<file path="src/rtl/spi_master_64_if.sv">
// Host-side bus of the 64-bit SPI master: frame request/response plus the SPI pins.
// master = the SPI master block itself; slave = the host/peer driving and watching it.
interface spi_master_64_if #(
   parameter int unsigned DATA_W = 64
);
   logic              start;
   logic [DATA_W-1:0] tx_data;
   logic              busy;
   logic              done;
   logic [DATA_W-1:0] rx_data;
   logic              sclk;
   logic              cs_n;
   logic              mosi;
   logic              miso;

   modport master (
      input  start, tx_data, miso,
      output busy, done, rx_data, sclk, cs_n, mosi
   );

   modport slave (
      output start, tx_data, miso,
      input  busy, done, rx_data, sclk, cs_n, mosi
   );
endinterface

</file>
<file path="src/rtl/spi_master_64.sv">
// SPI Mode 0 (CPOL=0, CPHA=0) master running one full-duplex DATA_W-bit frame per start.
// Every output is a flop; miso is sampled on the clk edge that raises sclk.
module spi_master_64 #(
   parameter int unsigned CLK_DIV = 4,
   parameter int unsigned DATA_W  = 64
) (
   input  logic             clk_i,
   input  logic             rst_ni,
   spi_master_64_if.master  bus
);

   localparam int unsigned HC_W = (CLK_DIV > 1) ? $clog2(CLK_DIV) : 1;

   typedef enum logic [2:0] {
      IDLE,
      SETUP,
      HIGH,
      LOW,
      HOLD,
      GAP
   } state_e;

   state_e            state_q;
   logic [HC_W-1:0]   hc_q;
   logic [6:0]        bit_cnt_q;
   logic [DATA_W-1:0] tx_sh_q;
   logic [DATA_W-1:0] rx_sh_q;
   logic [DATA_W-1:0] rx_data_q;
   logic              sclk_q;
   logic              cs_n_q;
   logic              mosi_q;
   logic              busy_q;
   logic              done_q;
   logic              hc_last;

   assign hc_last = (hc_q == HC_W'(CLK_DIV - 1));

   // tx_sh_q holds the bits still to be sent, MSB-aligned: the MSB goes straight
   // to mosi at acceptance, so the shifter is loaded pre-shifted by one.
   always_ff @(posedge clk_i or negedge rst_ni) begin
      if (!rst_ni) begin
         state_q   <= IDLE;
         hc_q      <= '0;
         bit_cnt_q <= '0;
         tx_sh_q   <= '0;
         rx_sh_q   <= '0;
         rx_data_q <= '0;
         sclk_q    <= 1'b0;
         cs_n_q    <= 1'b1;
         mosi_q    <= 1'b0;
         busy_q    <= 1'b0;
         done_q    <= 1'b0;
      end else begin
         done_q <= 1'b0;
         hc_q   <= hc_last ? '0 : hc_q + HC_W'(1);
         unique case (state_q)
            IDLE: begin
               hc_q <= '0;
               if (bus.start) begin
                  tx_sh_q   <= {bus.tx_data[DATA_W-2:0], 1'b0};
                  mosi_q    <= bus.tx_data[DATA_W-1];
                  bit_cnt_q <= '0;
                  busy_q    <= 1'b1;
                  cs_n_q    <= 1'b0;
                  state_q   <= SETUP;
               end
            end
            SETUP, LOW: begin
               if (hc_last) begin
                  sclk_q  <= 1'b1;
                  rx_sh_q <= {rx_sh_q[DATA_W-2:0], bus.miso};
                  state_q <= HIGH;
               end
            end
            HIGH: begin
               if (hc_last) begin
                  sclk_q    <= 1'b0;
                  bit_cnt_q <= bit_cnt_q + 7'd1;
                  if (bit_cnt_q == 7'(DATA_W - 1)) begin
                     mosi_q  <= 1'b0;
                     state_q <= HOLD;
                  end else begin
                     mosi_q  <= tx_sh_q[DATA_W-1];
                     tx_sh_q <= {tx_sh_q[DATA_W-2:0], 1'b0};
                     state_q <= LOW;
                  end
               end
            end
            HOLD: begin
               if (hc_last) begin
                  cs_n_q    <= 1'b1;
                  rx_data_q <= rx_sh_q;
                  done_q    <= 1'b1;
                  state_q   <= GAP;
               end
            end
            GAP: begin
               if (hc_last) begin
                  busy_q  <= 1'b0;
                  state_q <= IDLE;
               end
            end
            default: state_q <= IDLE;
         endcase
      end
   end

   assign bus.sclk    = sclk_q;
   assign bus.cs_n    = cs_n_q;
   assign bus.mosi    = mosi_q;
   assign bus.busy    = busy_q;
   assign bus.done    = done_q;
   assign bus.rx_data = rx_data_q;

endmodule
</file>
<file path="src/flat_wrapper.sv">
// flat-port wrapper written by rule: the top's interface ports become plain ports
module spi_master_64_flat 
#(
   parameter int unsigned CLK_DIV = 4,
   parameter int unsigned DATA_W  = 64
)
  (clk_i, rst_ni, bus_start, bus_tx_data, bus_miso, bus_busy, bus_done, bus_rx_data, bus_sclk, bus_cs_n, bus_mosi);
  spi_master_64_if #(.DATA_W(DATA_W)) bus_i ();
  input  logic clk_i;
  input  logic rst_ni;
  input wire logic [$bits(bus_i.start)-1:0] bus_start;
  input wire logic [$bits(bus_i.tx_data)-1:0] bus_tx_data;
  input wire logic [$bits(bus_i.miso)-1:0] bus_miso;
  output wire logic [$bits(bus_i.busy)-1:0] bus_busy;
  output wire logic [$bits(bus_i.done)-1:0] bus_done;
  output wire logic [$bits(bus_i.rx_data)-1:0] bus_rx_data;
  output wire logic [$bits(bus_i.sclk)-1:0] bus_sclk;
  output wire logic [$bits(bus_i.cs_n)-1:0] bus_cs_n;
  output wire logic [$bits(bus_i.mosi)-1:0] bus_mosi;
  assign bus_i.start = bus_start;
  assign bus_i.tx_data = bus_tx_data;
  assign bus_i.miso = bus_miso;
  assign bus_busy = bus_i.busy;
  assign bus_done = bus_i.done;
  assign bus_rx_data = bus_i.rx_data;
  assign bus_sclk = bus_i.sclk;
  assign bus_cs_n = bus_i.cs_n;
  assign bus_mosi = bus_i.mosi;
  spi_master_64 #(.CLK_DIV(CLK_DIV), .DATA_W(DATA_W)) u_core (.clk_i(clk_i), .rst_ni(rst_ni), .bus(bus_i));
endmodule
</file>
<file path="config.mk">
export PLATFORM = sky130hd
export DESIGN_NAME = spi_master_64_flat
export DESIGN_NICKNAME = d
export VERILOG_FILES = /design/src/rtl/spi_master_64_if.sv /design/src/rtl/spi_master_64.sv /design/src/flat_wrapper.sv
export SDC_FILE = /design/constraint.sdc
export NUM_CORES = 1
export LEC_CHECK = 0
export ABC_AREA = 1
export CAP_MARGIN = 20
export CORE_AREA = 5 5 139 141
export CTS_CLUSTER_DIAMETER = 40
export DETAILED_ROUTE_END_ITERATION = 7
export DIE_AREA = 0 0 144 146
export PLACE_DENSITY = 0.77
export SYNTH_ARGS = -nofsm -noshare
export SYNTH_HDL_FRONTEND = slang
export SYNTH_SLANG_ARGS = --single-unit
</file>
<file path="constraint.sdc">
create_clock -name clk_i -period 3.55 [get_ports clk_i]
set_clock_uncertainty 0.15 [all_clocks]
set_input_delay 0.71 -clock clk_i [delete_from_list [all_inputs] [get_ports clk_i]]
set_output_delay 0.71 -clock clk_i [all_outputs]
set_load 0.01 [all_outputs]
</file>
## Word level (Yosys, flattened, before mapping)

Cells that the tools add are included.

| storage, ports and cells | value |
|---|---|
| bits in registers | 209 |
| logic and storage cells | 69 |
| bits of input ports | 68 |
| output and inout port bits | 69 |

| cells by class | value |
|---|---|
| muxes and demuxes | 29 |
| add/sub/neg operators | 2 |
| eq/ne operators | 13 |
| reductions and logical operators | 14 |

Operators with widths:

| kind | count |
|---|---|
| 2-to-1 mux 64 bit | 3 |
| one-hot mux 64 bit (2 select lines) | 1 |
| 2-to-1 mux 3 bit | 6 |
| one-hot mux 3 bit (5 select lines) | 1 |
| 2-to-1 mux 7 bit | 2 |
| one-hot mux 7 bit (2 select lines) | 1 |
| AND reduction 3 bit | 4 |
| 2-to-1 mux 1 bit | 9 |
| != test 2 x 1 -> 1 bit, second input constant | 4 |
| one-hot mux 1 bit (2 select lines) | 4 |
| nonzero test 2 bit | 4 |
| adder 7 x 1 -> 7 bit, second input constant | 1 |
| equality test 7 x 6 -> 1 bit, second input constant | 1 |
| equality test 3 x 2 -> 1 bit, second input constant | 2 |
| equality test 3 bit, second input constant | 2 |
| AND reduction 5 bit | 1 |
| 2-to-1 mux 2 bit | 2 |
| != test 2 bit, second input constant | 2 |
| AND reduction 2 bit | 2 |
| AND reduction 4 bit | 1 |
| equality test 3 x 1 -> 1 bit, second input constant | 1 |
| logical NOT 3 bit | 1 |
| adder 2 x 1 -> 2 bit, second input constant | 1 |
| equality test 2 bit, second input constant | 1 |
| OR reduction 2 bit | 1 |

## Logic depth before layout (Yosys ltp)

Gate-level depths: netlist of run 1.

| depth | value |
|---|---|
| word-level depth | 4 |
| mapped depth | 10 |

## Worst setup path before layout of run 1

No wires, ideal clock.

| path | value |
|---|---|
| path type | register -> register |
| from | reg u_core.bit_cnt_q[0] |
| to | reg u_core.tx_sh_q[10] |
| data required time | 3334 ps |
| arrival | 1396 ps |
| setup slack | 1938 ps |
| clock period less this slack | 1612 ps |
| setup time | 66 ps |
| stages on the path, launching flop included | 8 |
| cells stage by stage | dfrtp_1 ha_1 nand3_1 inv_1 nand3_4 clkbuf_1 nand3_1 nand2_1 |

| between the ends | value |
|---|---|
| word-level cells in the longest chain between the ends | 3 |

Ends and longest elaborated chain:

| what | line | RTL |
|---|---|---|
| from (decl) | spi_master_64.sv:25 | `logic [6:0] bit_cnt_q;` |
| from (signal assigned) | spi_master_64.sv:78 | `bit_cnt_q <= bit_cnt_q + 7'd1;` |
| equality test 7 x 6 -> 1 bit | spi_master_64.sv:79 | `if (bit_cnt_q == 7'(DATA_W - 1)) begin` |
| != test 2 bit (no line) | n/a |  |
| AND reduction 4 bit (no line) | n/a |  |
| to (signal assigned) | spi_master_64.sv:60 | `tx_sh_q <= {bus.tx_data[DATA_W-2:0], 1'b0};` |
| to (signal assigned) | spi_master_64.sv:84 | `tx_sh_q <= {tx_sh_q[DATA_W-2:0], 1'b0};` |
| to (decl) | spi_master_64.sv:26 | `logic [DATA_W-1:0] tx_sh_q;` |

No other way between the ends.
A chain may end at the register's enable or synchronous reset.

## Worst setup path after layout of run 1

| path | value |
|---|---|
| from | reg u_core.cs_n_q, in the netlist u_core.bus.cs_n |
| to | out bus_cs_n |

RTL lines:

| what | line | RTL |
|---|---|---|
| from (decl) | spi_master_64.sv:30 | `logic cs_n_q;` |
| from (signal assigned) | spi_master_64.sv:49 | `cs_n_q <= 1'b1;` |
| from (signal assigned) | spi_master_64.sv:64 | `cs_n_q <= 1'b0;` |
| from (signal assigned) | spi_master_64.sv:91 | `cs_n_q <= 1'b1;` |
| to (decl) | flat_wrapper.sv:18 | `output wire logic [$bits(bus_i.cs_n)-1:0] bus_cs_n;` |

No word-level cell between the ends.

==> run summary, run 1 <==
### Floorplanning
• Die Wd: 144 um
• cell row count: 49
• Ports: 137
• die area: 0.0210 sq mm
• effective utilization at floorplan: 49.5%
• die outline height: 146 um
• Core ar.: 0.0178 sq mm

### Worst setup path
• CP cell instances: clkdlybuf4s50_1
• slowest library cell on the worst path: sky130_fd_sc_hd__dfstp_2
• crit-path max cell delay: 530 ps
• Crit Path Category: register to primary output
• worst endpoint data arrival time: 1590 ps
• reg-to-reg startpoint: u_core.hc_q[0]
• Crit. Startpoint: u_core.bus.cs_n
• startpoint class of the critical path: register
• capturing element type of the critical path: primary output
• required time of the critical path: 2690 ps
• CP max FO: 2
• family with the most delay on the worst path: flip-flops
• Worst Path Buf+Inv: 1

### STA
• RSZ-0062 raised after global routing: no
• Final Hold Fails: 0
• final count of pins violating max slew: 0
• setup total negative slack: 0 ps
• Peak Freq: 0.408 GHz
• Rel. slew slack: 30.1%
• post-route clock period utilization: 69.0%
• Final min period: 2450 ps
• tightest hold margin: 53.3 ps
• Final setup viols: 0
• Tightest Pin Transition: 1050 ps

### Route
• total wire length after detailed routing: 19.3 mm
• average wire per standard cell: 13.4 um
• Avg Vias per Cell: 4.96
• via total after detailed routing: 7128
• post-route antenna net violation count: 0
• count of unresolved DRC violations after routing: 0
• drt first-iter violations: 413
• first drt pass iteration count: 5

### GRT
• pin count of the biggest net entering global routing: 130
• antenna violations before repair: 0
• wire length of the first global-routing pass: 32.7 mm
• global routing usage summed across all routing layers: 18.2%
• via count of the first global-routing pass: 6952
• aggregate global routing overflow: 0

### Clocking
• maximum count of clock buffers along a single path: 3
• TritonCTS clock tree: yes
• Resized Gates After CTS: 0
• Worst-Skew Late Latency: 520 ps
• number of CTS-inserted buffers: 30
• root buffer cell: sky130_fd_sc_hd__clkbuf_16
• H-tree levels: 1
• Post-CTS Setup Inserts: 0
• Sink Count: 208
• hold buffers post-CTS: 0
• clock slew at the register clock pins of the worst setup and hold paths: 60 ps

### Cells and area
• fraction of layout cells with a size suffix above 1: 6.37%
• count of inserted antenna diode cells: 0
• Synth-to-Final Area Change: 28.2%
• end-of-flow core utilization: 63.4%
• leading cell type in the layout, fill and taps excluded: sky130_fd_sc_hd__nand2_1
• NumNets Final: 1256
• most frequent cells in the layout: sky130_fd_sc_hd__nand2_1, sky130_fd_sc_hd__dfrtp_1, sky130_fd_sc_hd__clkdlybuf4s50_1

### Synth
• Yosys top cell area share: 58.6%
• register area share after synthesis: 58.9%
• number of cells produced by synthesis: 1067
• count of synthesis-stage warnings from yosys: 0
• total of flip-flops plus latches after synthesis: 208
• Net Count, Synth: 1137
• cell taking the most area after synthesis: sky130_fd_sc_hd__dfrtp_1
• number of distinct library cells after synthesis: 25
• cell types occupying the most area after synthesis: sky130_fd_sc_hd__dfrtp_1, sky130_fd_sc_hd__nand2_1, sky130_fd_sc_hd__o21ai_0, sky130_fd_sc_hd__nand3_1, sky130_fd_sc_hd__inv_1
• synthesized area per cell: 8.28 sq um
• Post-Synthesis Cell Area: 0.00883 sq mm

### Power and ir drop
• PwrDens: 665 mW/mm^2
• overall power consumption: 7520 uW
• P_leak: 0.00546 uW
• IR drop worst, VDD: 0.000445 V

### Min path
• Min-Delay Path Class: primary input to async pin

### Place
• IO buf count: 136
• HPWL after detailed placement: 11.7 mm
• routability congestion estimate from global placement: 0.786

### Outcome
• run status: completed

### Run
• max-capacitance violation count: 0

## final timing paths
check                                              end  slack [ps]  cells past startpoint
worst max-delay path                          bus_cs_n        1100                      1
worst min-delay path                u_core.tx_sh_q[16]          50                      1
worst max register to register      u_core.tx_sh_q[47]        1240                      7
worst min register to register          u_core.hc_q[0]         280                      1
max in group asynchronous       u_core.bus.rx_data[34]        2390                      2
min in group clk_i                      u_core.hc_q[0]         280                      1
## metal layers
metal	vias up	wire length, um	GRT usage, %
li1	3567	-	-
met4	0	246	4.28
met5	-	0	0
met1	3360	8950	26.6
met2	180	8630	27.7
met3	21	1490	4.44
## registers in the layout, indices dropped and copies added, names as in the netlist
register,cells
u_core.bus.cs_n,1
u_core.hc_q,2
u_core.state_q,3
u_core.bus.busy,1
u_core.bus.done,1
u_core.tx_sh_q,63
u_core.bus.rx_data,64
u_core.rx_sh_q,64
u_core.bus.sclk,1
u_core.bus.mosi,1
u_core.bit_cnt_q,7
## worst reg2reg max path, delay by kind of cell (launching register included)
family	cells	cell delay, ps
adder cells (fa/ha/maj)	1	340
buffers and inverters	1	410
flip-flops	1	340
AND/OR/NAND/NOR	5	960
## where the power goes
group / switching, uW / internal (uW) / leakage (uW)
Combinational: 1080 / 568 / 0.00219
Clock: 1110 / 1750 / 0.000474
Sequential: 240 / 2780 / 0.00279
Total: 2430 / 5100 / 0.00546
## synth_stat cells
library cell / n
sky130_fd_sc_hd__o21ai_0: 130
sky130_fd_sc_hd__a21oi_1: 4
sky130_fd_sc_hd__nand2_2: 2
sky130_fd_sc_hd__buf_6: 2
sky130_fd_sc_hd__nand3_4: 1
sky130_fd_sc_hd__a211o_1: 1
sky130_fd_sc_hd__xor2_1: 1
sky130_fd_sc_hd__inv_1: 73
sky130_fd_sc_hd__nand3_1: 72
sky130_fd_sc_hd__ha_1: 2
sky130_fd_sc_hd__buf_4: 2
sky130_fd_sc_hd__nand4_1: 2
sky130_fd_sc_hd__clkbuf_1: 24
sky130_fd_sc_hd__nand2_1: 487
sky130_fd_sc_hd__nand3_2: 2
sky130_fd_sc_hd__nor2_4: 1
sky130_fd_sc_hd__o21ai_1: 1
sky130_fd_sc_hd__dfrtp_1: 207
sky130_fd_sc_hd__buf_1: 1
sky130_fd_sc_hd__nand3b_1: 1
sky130_fd_sc_hd__buf_2: 33
sky130_fd_sc_hd__dfstp_2: 1
sky130_fd_sc_hd__inv_2: 3
sky130_fd_sc_hd__a21boi_0: 1
sky130_fd_sc_hd__nor2_1: 13
## through the flow
stage                     worst slack [ps]  cells  instance area, sq um
final                                 1100   1437                 11300
after global routing                   995   1437                 11300
after floorplan                       1940   1067                  8830
after global placement                 902   1383                 10300
after CTS                             1070   1437                 11300
after detailed placement               853   1383                 10300
## layout make-up
cell class,count,area [sq um]
clock buffer,37,828
clock inverter,17,156
fill,1460,6520
inverter,76,285
multi-input combinational,721,3070
sequential,208,5210
tap,229,287
timing repair buffer,149,1490
## cell families after synthesis
family                     count (synthesis)  synth area share, %
and+or+nand+nor                          581                 26.3
DFF                                      208                 58.9
buffers and inverters                    138                 6.59
AOI/OAI and AO/OA                        137                 7.83
adders and majority gates                  2                0.283
xor gates and xnor gates                   1               0.0992
No activity file was read; power rests on OpenSTA's default activity.
==> run 2, diff against run 1 <==
- CORE_AREA: 5 5 139 141 -> 5 5 141 143
- DIE_AREA: 0 0 144 146 -> 0 0 146 148
- PLACE_DENSITY: 0.77 -> 0.78
- clock period: 3.55 -> 2.25 ns (I/O delays scaled with it)
==> run 2 against run 1 <==
Compared with the run above:
- sequential power up 59%
- register-to-register slack worse by 960 ps
- non-clock buffer count up 7
- sequential share of layout area down 1.0 points
- sequential cell count unchanged
- clock power up 72%
- final cell count up 0.84%
- critical path type unchanged
- largest power group is now clock
==> run summary, run 2 (synthesis gave the netlist of run 1 again) <==
### Outcome
• run status: completed

### Worst setup path
• Crit. Startpoint: u_core.bus.cs_n
• slowest library cell on the worst path: sky130_fd_sc_hd__dfstp_2
• Crit Path Category: register to primary output
• crit-path max cell delay: 530 ps, about the same
• CP cell instances: clkdlybuf4s50_1
• family with the most delay on the worst path: flip-flops
• capturing element type of the critical path: primary output
• CP max FO: 2, unchanged
• startpoint class of the critical path: register
• Worst Path Buf+Inv: 1, unchanged
• required time of the critical path: 1650 ps, -1040 ps
• reg-to-reg startpoint: u_core.state_q[0]
• worst endpoint data arrival time: 1570 ps, -20 ps

### GRT
• global routing usage summed across all routing layers: 19.0%, +0.76 points
• via count of the first global-routing pass: 7136, +2.6%
• pin count of the biggest net entering global routing: 69, -47%
• aggregate global routing overflow: 0, unchanged
• wire length of the first global-routing pass: 35.1 mm, +7.1%
• antenna violations before repair: 0, unchanged

### Clocking
• Resized Gates After CTS: 0, unchanged
• TritonCTS clock tree: yes
• Sink Count: 208, unchanged
• Post-CTS Setup Inserts: 0, unchanged
• maximum count of clock buffers along a single path: 3, unchanged
• H-tree levels: 1, unchanged
• Worst-Skew Late Latency: 520 ps, about the same
• clock slew at the register clock pins of the worst setup and hold paths: 50 ps, about the same
• hold buffers post-CTS: 1, +1
• root buffer cell: sky130_fd_sc_hd__clkbuf_16
• number of CTS-inserted buffers: 29, -3.3%

### STA
• Final Hold Fails: 0, unchanged
• Final setup viols: 0, unchanged
• Peak Freq: 0.461 GHz
• final count of pins violating max slew: 0, unchanged
• setup total negative slack: 0 ps, unchanged
• Rel. slew slack: 58.4%, +28 points
• Final min period: 2170 ps
• RSZ-0062 raised after global routing: no
• post-route clock period utilization: 96.5%
• Tightest Pin Transition: 624 ps, -424 ps

### Cells and area
• NumNets Final: 1262, +0.48%
• post-route cell area: 0.0116 sq mm, +2.2%
• count of inserted antenna diode cells: 0, unchanged
• most frequent cells in the layout: sky130_fd_sc_hd__nand2_1, sky130_fd_sc_hd__dfrtp_1, sky130_fd_sc_hd__clkdlybuf4s50_1
• fraction of layout cells with a size suffix above 1: 6.83%, +0.46 points
• Filler cells: 1490, +2.1%
• leading cell type in the layout, fill and taps excluded: sky130_fd_sc_hd__nand2_1
• Synth-to-Final Area Change: 31.0%

### Route
• total wire length after detailed routing: 20.3 mm, +5.2%
• post-route antenna net violation count: 0, unchanged
• drt first-iter violations: 530, +28%
• first drt pass iteration count: 5, unchanged
• count of unresolved DRC violations after routing: 0, unchanged
• average wire per standard cell: 14.0 um, +4.4%
• via total after detailed routing: 7167, +0.55%
• Avg Vias per Cell: 4.95, -0.29%

### Power and ir drop
• fraction of power consumed by the clock network: 39.4%, +1.5 points
• IR drop worst, VDD: 0.000565 V, +27%
• switching fraction of total power: 30.8%, -1.4 points
• net switching power figure: 3820 uW, +57%
• P_leak: 0.00558 uW, +2.3%
• proportion of power drawn by combinational gates: 21.8%, about the same
• PwrDens: 1070 mW/mm^2, +61%
• Cell Int Power: 8570 uW, +68%
• register share of total power: 38.8%, -1.4 points

### Floorplanning
• cell row count: 50, +2.0%
• die area: 0.0216 sq mm, +2.8%
• effective utilization at floorplan: 47.9%, -1.6 points
• Die Wd: 146 um, +1.4%
• Core ar.: 0.0185 sq mm, +3.4%
• Ports: 137, unchanged
• die outline height: 148 um, +1.4%

### Place
• IO buf count: 136, unchanged
• post-placement cell area: 0.0105 sq mm, +1.6%
• HPWL after detailed placement: 12.6 mm, +8.0%
• routability congestion estimate from global placement: 0.776, -1.3%

### Min path
• HP Start: u_core.hc_q[0]
• Min-Delay Path Class: register to register

### Run
• max-capacitance violation count: 0, unchanged

## run 2: layout make-up
class	instances	area (sq um)	area share, %
clock buffers	36	792	6.84
repair buffers	156	1660	14.3
inverters	76	285	2.47
multi-input cells	721	3070	26.5
clock inverters	18	272	2.35
well taps	234	293	2.53
flip-flops and latches	208	5210	45.0
## run 2: worst register-to-register path, cell delays in order, from the launching register on
cell and delay [ps]:
sky130_fd_sc_hd__dfrtp_1 550, sky130_fd_sc_hd__inv_1 140, sky130_fd_sc_hd__nand3_2 100, sky130_fd_sc_hd__buf_4 500, sky130_fd_sc_hd__nand2_1 180, sky130_fd_sc_hd__nand2_1 140, sky130_fd_sc_hd__nand3_1 70, sky130_fd_sc_hd__nand2_1 80
## run 2: final timing paths
check                                endpoint  slack (ps)  cells past startpoint
max                                  bus_cs_n          80                      1
min in group asynchronous  u_core.tx_sh_q[17]         350                      2
max reg2reg                 u_core.tx_sh_q[7]         280                      7
min                            u_core.hc_q[0]         280                      1
min reg2reg                    u_core.hc_q[0]         280                      1
max in group asynchronous     u_core.bus.cs_n         940                      3
## run 2: power by group through the flow
| stage | clock [uW] | combinational [uW] | sequential (uW) |
|---|---|---|---|
| 2_1_floorplan | 0 | 2010 | 4730 |
| 4_1_cts | 4990 | 2750 | 4790 |
| 3_5_place_dp | 0 | 2720 | 4840 |
| 3_3_place_gp | 0 | 2640 | 4820 |
| 5_1_grt | 5200 | 3120 | 4860 |
| 6_report | 4890 | 2700 | 4800 |
## run 2: through the flow
stage	total power (uW)	instances	setup slack (ps)	utilization, %	hold WS [ps]
2_1_floorplan	6740	1067	638	-	4.41
3_3_place_gp	7460	1394	179	56.9	268
3_5_place_dp	7560	1394	152	56.9	275
4_1_cts	12500	1449	52.1	62.7	284
5_1_grt	13200	1449	29.0	62.7	287
6_report	12400	1449	79.7	62.7	281
## run 2: routing by layer
layer,global-route usage [%],vias to the layer above,routed length (um)
met2,29.6,184,9340
li1,-,3574,-
met5,0,-,0
met4,4.05,0,288
met1,27.5,3384,9340
met3,4.45,25,1360
==> run 3, diff against run 2 <==
- GPL_ROUTABILITY_DRIVEN: not set -> 0
==> results of run 3 <==
Same layout as run 2: the final DEF is identical, and so are final timing and power.
